$ cat src/rtl/cond_pkg.sv
// Shared types for the Execute-stage conditional-execution unit.
package cond_pkg;

  typedef enum logic [3:0] {
    EQ = 4'b0000, NE, CS, CC, MI, PL, VS, VC,
    HI, LS, GE, LT, GT, LE, AL, NV
  } cond_t;

  localparam int FLAG_N = 3;
  localparam int FLAG_Z = 2;
  localparam int FLAG_C = 1;
  localparam int FLAG_V = 0;

  typedef struct packed {
    cond_t      cond;
    logic       pcs;
    logic       reg_w;
    logic       mem_w;
    logic       mem_to_reg;
    logic       alu_src;
    logic [1:0] flag_w;
    logic [1:0] alu_ctl;
  } ctl_e_t;

endpackage

$ cat src/rtl/cond_check.sv
// Combinational ARM condition-code evaluator: cond field vs {N,Z,C,V}.
module cond_check
  import cond_pkg::*;
(
  input  logic [3:0] cond_i,
  input  logic [3:0] flags_i,
  output logic       cond_ex_o
);

  logic n, z, c, v;

  assign n = flags_i[FLAG_N];
  assign z = flags_i[FLAG_Z];
  assign c = flags_i[FLAG_C];
  assign v = flags_i[FLAG_V];

  always_comb begin
    cond_ex_o = 1'b0;
    case (cond_t'(cond_i))
      EQ: cond_ex_o = z;
      NE: cond_ex_o = ~z;
      CS: cond_ex_o = c;
      CC: cond_ex_o = ~c;
      MI: cond_ex_o = n;
      PL: cond_ex_o = ~n;
      VS: cond_ex_o = v;
      VC: cond_ex_o = ~v;
      HI: cond_ex_o = c & ~z;
      LS: cond_ex_o = ~c | z;
      GE: cond_ex_o = (n == v);
      LT: cond_ex_o = (n != v);
      GT: cond_ex_o = ~z & (n == v);
      LE: cond_ex_o = z | (n != v);
      AL: cond_ex_o = 1'b1;
      NV: cond_ex_o = 1'b0;
      default: cond_ex_o = 1'b0;
    endcase
  end

endmodule

$ cat src/rtl/cond_unit.sv
// Execute-stage register, NZCV flag register and condition gating of
// every state-changing write so failed instructions retire as no-ops.
module cond_unit
  import cond_pkg::*;
(
  input  logic       clk,
  input  logic       n_reset,
  input  logic       stall_e,
  input  logic       flush_e,
  input  logic [3:0] cond_d,
  input  logic       pcs_d,
  input  logic       reg_w_d,
  input  logic       mem_w_d,
  input  logic       mem_to_reg_d,
  input  logic       alu_src_d,
  input  logic [1:0] flag_w_d,
  input  logic [1:0] alu_ctl_d,
  input  logic [3:0] alu_flags,
  output logic       pcs_e,
  output logic       reg_w_e,
  output logic       mem_w_e,
  output logic       mem_to_reg_e,
  output logic       alu_src_e,
  output logic [1:0] alu_ctl_e,
  output logic       cond_ex_e,
  output logic [3:0] flags
);

  ctl_e_t     ctl_q, ctl_d;
  logic [3:0] flags_q, flags_d;
  logic       cond_ex;

  cond_check u_check (
    .cond_i    (ctl_q.cond),
    .flags_i   (flags_q),
    .cond_ex_o (cond_ex)
  );

  // Flush beats stall so a squashed instruction cannot linger in Execute.
  always_comb begin
    ctl_d = ctl_q;
    if (flush_e) begin
      ctl_d = '0;
    end else if (!stall_e) begin
      ctl_d.cond       = cond_t'(cond_d);
      ctl_d.pcs        = pcs_d;
      ctl_d.reg_w      = reg_w_d;
      ctl_d.mem_w      = mem_w_d;
      ctl_d.mem_to_reg = mem_to_reg_d;
      ctl_d.alu_src    = alu_src_d;
      ctl_d.flag_w     = flag_w_d;
      ctl_d.alu_ctl    = alu_ctl_d;
    end
  end

  // Flags retire once, on the non-stalled edge; N/Z and C/V are independent.
  always_comb begin
    flags_d = flags_q;
    if (!stall_e && cond_ex) begin
      if (ctl_q.flag_w[1]) flags_d[FLAG_N:FLAG_Z] = alu_flags[FLAG_N:FLAG_Z];
      if (ctl_q.flag_w[0]) flags_d[FLAG_C:FLAG_V] = alu_flags[FLAG_C:FLAG_V];
    end
  end

  always_ff @(posedge clk or negedge n_reset) begin
    if (!n_reset) begin
      ctl_q   <= '0;
      flags_q <= '0;
    end else begin
      ctl_q   <= ctl_d;
      flags_q <= flags_d;
    end
  end

  assign cond_ex_e    = cond_ex;
  assign pcs_e        = ctl_q.pcs   & cond_ex;
  assign reg_w_e      = ctl_q.reg_w & cond_ex;
  assign mem_w_e      = ctl_q.mem_w & cond_ex;
  assign mem_to_reg_e = ctl_q.mem_to_reg;
  assign alu_src_e    = ctl_q.alu_src;
  assign alu_ctl_e    = ctl_q.alu_ctl;
  assign flags        = flags_q;

endmodule
$ cat config.mk
export PLATFORM = sky130hd
export DESIGN_NAME = cond_unit
export DESIGN_NICKNAME = d
export VERILOG_FILES = /design/src/rtl/cond_pkg.sv /design/src/rtl/cond_check.sv /design/src/rtl/cond_unit.sv
export SDC_FILE = /design/constraint.sdc
export NUM_CORES = 1
export LEC_CHECK = 0
export ABC_AREA = 1
export CORE_ASPECT_RATIO = 0.75
export CORE_MARGIN = 3
export CORE_UTILIZATION = 44
export DETAILED_ROUTE_END_ITERATION = 6
export HOLD_SLACK_MARGIN = 0.12
export PLACE_DENSITY_LB_ADDON = 0.12
export SLEW_MARGIN = 15
export SYNTH_ARGS = -nofsm -noshare
export SYNTH_HDL_FRONTEND = slang
export SYNTH_SLANG_ARGS = --single-unit
$ cat constraint.sdc
create_clock -name clk -period 2 [get_ports clk]
set_clock_uncertainty 0.05 [all_clocks]
set_input_delay 0.4 -clock clk [delete_from_list [all_inputs] [get_ports clk]]
set_output_delay 0.4 -clock clk [all_outputs]
set_load 0.005 [all_outputs]
==> out/qor.yml <==
cts_buffers: 3
io_buffers: 32
avgRoutedWirePerCell_um: 12.9
drt-vias-per-instance: 5.09
cts_hold_buf: 0
ant_nets: 0
cts_tree: "done"
vias: 1017
synth_area_leaders: "dfrtp_1 (45%), nand2_1 (15%), nand3_1 (9.0%)"
area_growth_pct: 48.6
grt_pass1_vias: 960
syn-num-nets: 153
core_area_mm2: 0.00187
critical_path_class: "register to output pin"
final_max_slew_viol_count: 0
clock-root-buffer: "clkbuf_4"
max-clock-path-buffers: 2
synthFlopType: "dfrtp_1"
initial_core_util: 0.505
dieWidth_um: 59.5
ys_ff_latch: 17
crit_path_max_incr_delay_ns: 0.46
gp_congestion: 0.948
async_flop_share: 1.00
critPathBufInv: 3
critPathCaptureType: "output pin"
violations: "negative setup slack"
n_fill_cell: 145
die-area_mm2: 0.00274
finalHoldViolCount: 0
worstRegToRegCells: 12
overflow: 0
yosys.area.top_type_share: 0.450
drtIter0Drc: 31
multi_input_area_um2: 435
crit_path_start_kind: "register"
synth_area_per_cell_um2: 7.16
ys_types: 18
grt_pass1_wl_mm: 4.14
drc_errors: 0
slew_headroom: 0.805
layout.cells.non_filler: 200
place_inst: 191
leakagePower_nw: 0.706
synth-edff-count: 0
seq_area_um2: 428
rows: 13
crit_slowest_cell: "dfrtp_2"
grt_start_max_net_pins: 18
worst-path-stages: 10
clock-sinks: 17
ioPinCount: 33
cp_cell_sequence: "nor2_1 -> a21oi_2 -> nand2_1 -> nand2_1 -> o21ai_2 -> inv_2 -> a21oi_4 -> inv_2 -> nor2_1 -> buf_2"
syn-cell-area_um2: 945
diodes: 0
ys_warn_count: 0
syn_inst: 132
drive_gt1_frac: 0.202
track_usage: 0.207
synth_seq_area_share: 0.450
cp_data_arrival_time_ns: 1.71
synthTopCellsByCount: "nand2_1 (37), dfrtp_1 (17), nand3_1 (17)"
cts-htree-levels: 1
drt_first_pass_iters: 4
tightest_slew_ns: 0.291
holdWs_ns: 0.359
timing.fmax_ghz: 0.462
crit_family: "flip-flops"
cp_max_fo: 7
grt_antenna_before_repair: 0
wirelength_mm: 2.58
power_density_mw_per_mm2: 948
ir_drop_v: 0.000686
post-synth-top-area-cell: "dfrtp_1"
hold_path_class: "input port to async pin"
finalCriticalPeriod_ns: 2.16
required_ns: 1.55
drv_cap: 0
layout_setup_ws_ns: -0.164
insertion_delay_ns: 0.30
yosysMostFrequentCell: "nand2_1"
clk_pin_slew_ns: 0.10
layout.nets: 200
fin_crit_sh: 1.08
hpwl_mm: 1.90
rsz0062_at_grt: "yes"
setup_viol: 4
die_h_um: 46.1
status: "complete, but fails checks"
[cell type report]
cell class,instances,share of cell area
inverters,18,0.0481
clock buffers,4,0.0187
well taps,22,0.0196
flip-flops and latches,17,0.305
multi-input cells,92,0.310
repair buffers,47,0.299
[sequential cells by signal, summed over array words and instances, names as in the netlist]
signal        flops
ctl_q             9
flags             4
alu_ctl_e         2
alu_src_e         1
mem_to_reg_e      1
[timing repair]
item | CTS | global route
buffers inserted | 5 | 0
gates resized for setup | 19 | 6
pin swaps | 8 | 6
setup endpoints to repair | 4 | 4
[placed cells by master, fill, tap and decap left out, types with 4 or more instances in the layout]
master,instances
nand3_1,16
inv_1,12
inv_2,4
nand4_1,6
nand2_1,35
nor2_1,14
o21ai_0,9
dfrtp_1,15
buf_4,15
clkdlybuf4s50_1,28
[stage by stage]
| step | util | setup TNS (ns) | worst slack (ns) | instance area, µm² | total power [W] |
|---|---|---|---|---|---|
| global placement | 0.716 | -0.827 | -0.236 | 1340 | 0.00105 |
| floorplan | - | 0 | 0.286 | 945 | 0.000763 |
| detailed placement | 0.716 | -0.919 | -0.259 | 1340 | 0.00107 |
| CTS | 0.744 | -0.704 | -0.197 | 1390 | 0.00131 |
| finish | 0.751 | -0.562 | -0.164 | 1400 | 0.00133 |
| global route | 0.751 | -1.01 | -0.270 | 1400 | 0.00143 |
[logic make-up after synthesis]
logic type	Yosys count	synth area share
flip-flops	17	0.450
buffers and inverters	23	0.102
AO/OA/AOI/OAI	16	0.105
AND/OR/NAND/NOR	76	0.343
[final timing paths]
check | start | slack [ns] | end
min | n_reset | 0.36 | ctl_q[6]
min in group clk | alu_src_e | 0.47 | alu_src_e
max | ctl_q[10] | -0.16 | reg_w_e
min reg2reg | alu_src_e | 0.47 | alu_src_e
max reg2reg | ctl_q[10] | 0.28 | flags[0]
max in group asynchronous | n_reset | 1.34 | ctl_q[10]
[per-layer routing]
metal	track usage	routed length [µm]	vias up
met5	0	0	-
met2	0.342	1210	40
li1	-	-	516
met4	0.0487	17	0
met1	0.254	1120	457
met3	0.0868	228	4
[power breakdown]
group,leakage (nW),internal [W],switching [W]
Sequential,0.219,0.000400,0.0000612
Combinational,0.472,0.000361,0.000322
Clock,0.0150,0.0000778,0.000110
No activity file was read; power rests on OpenSTA's default activity.
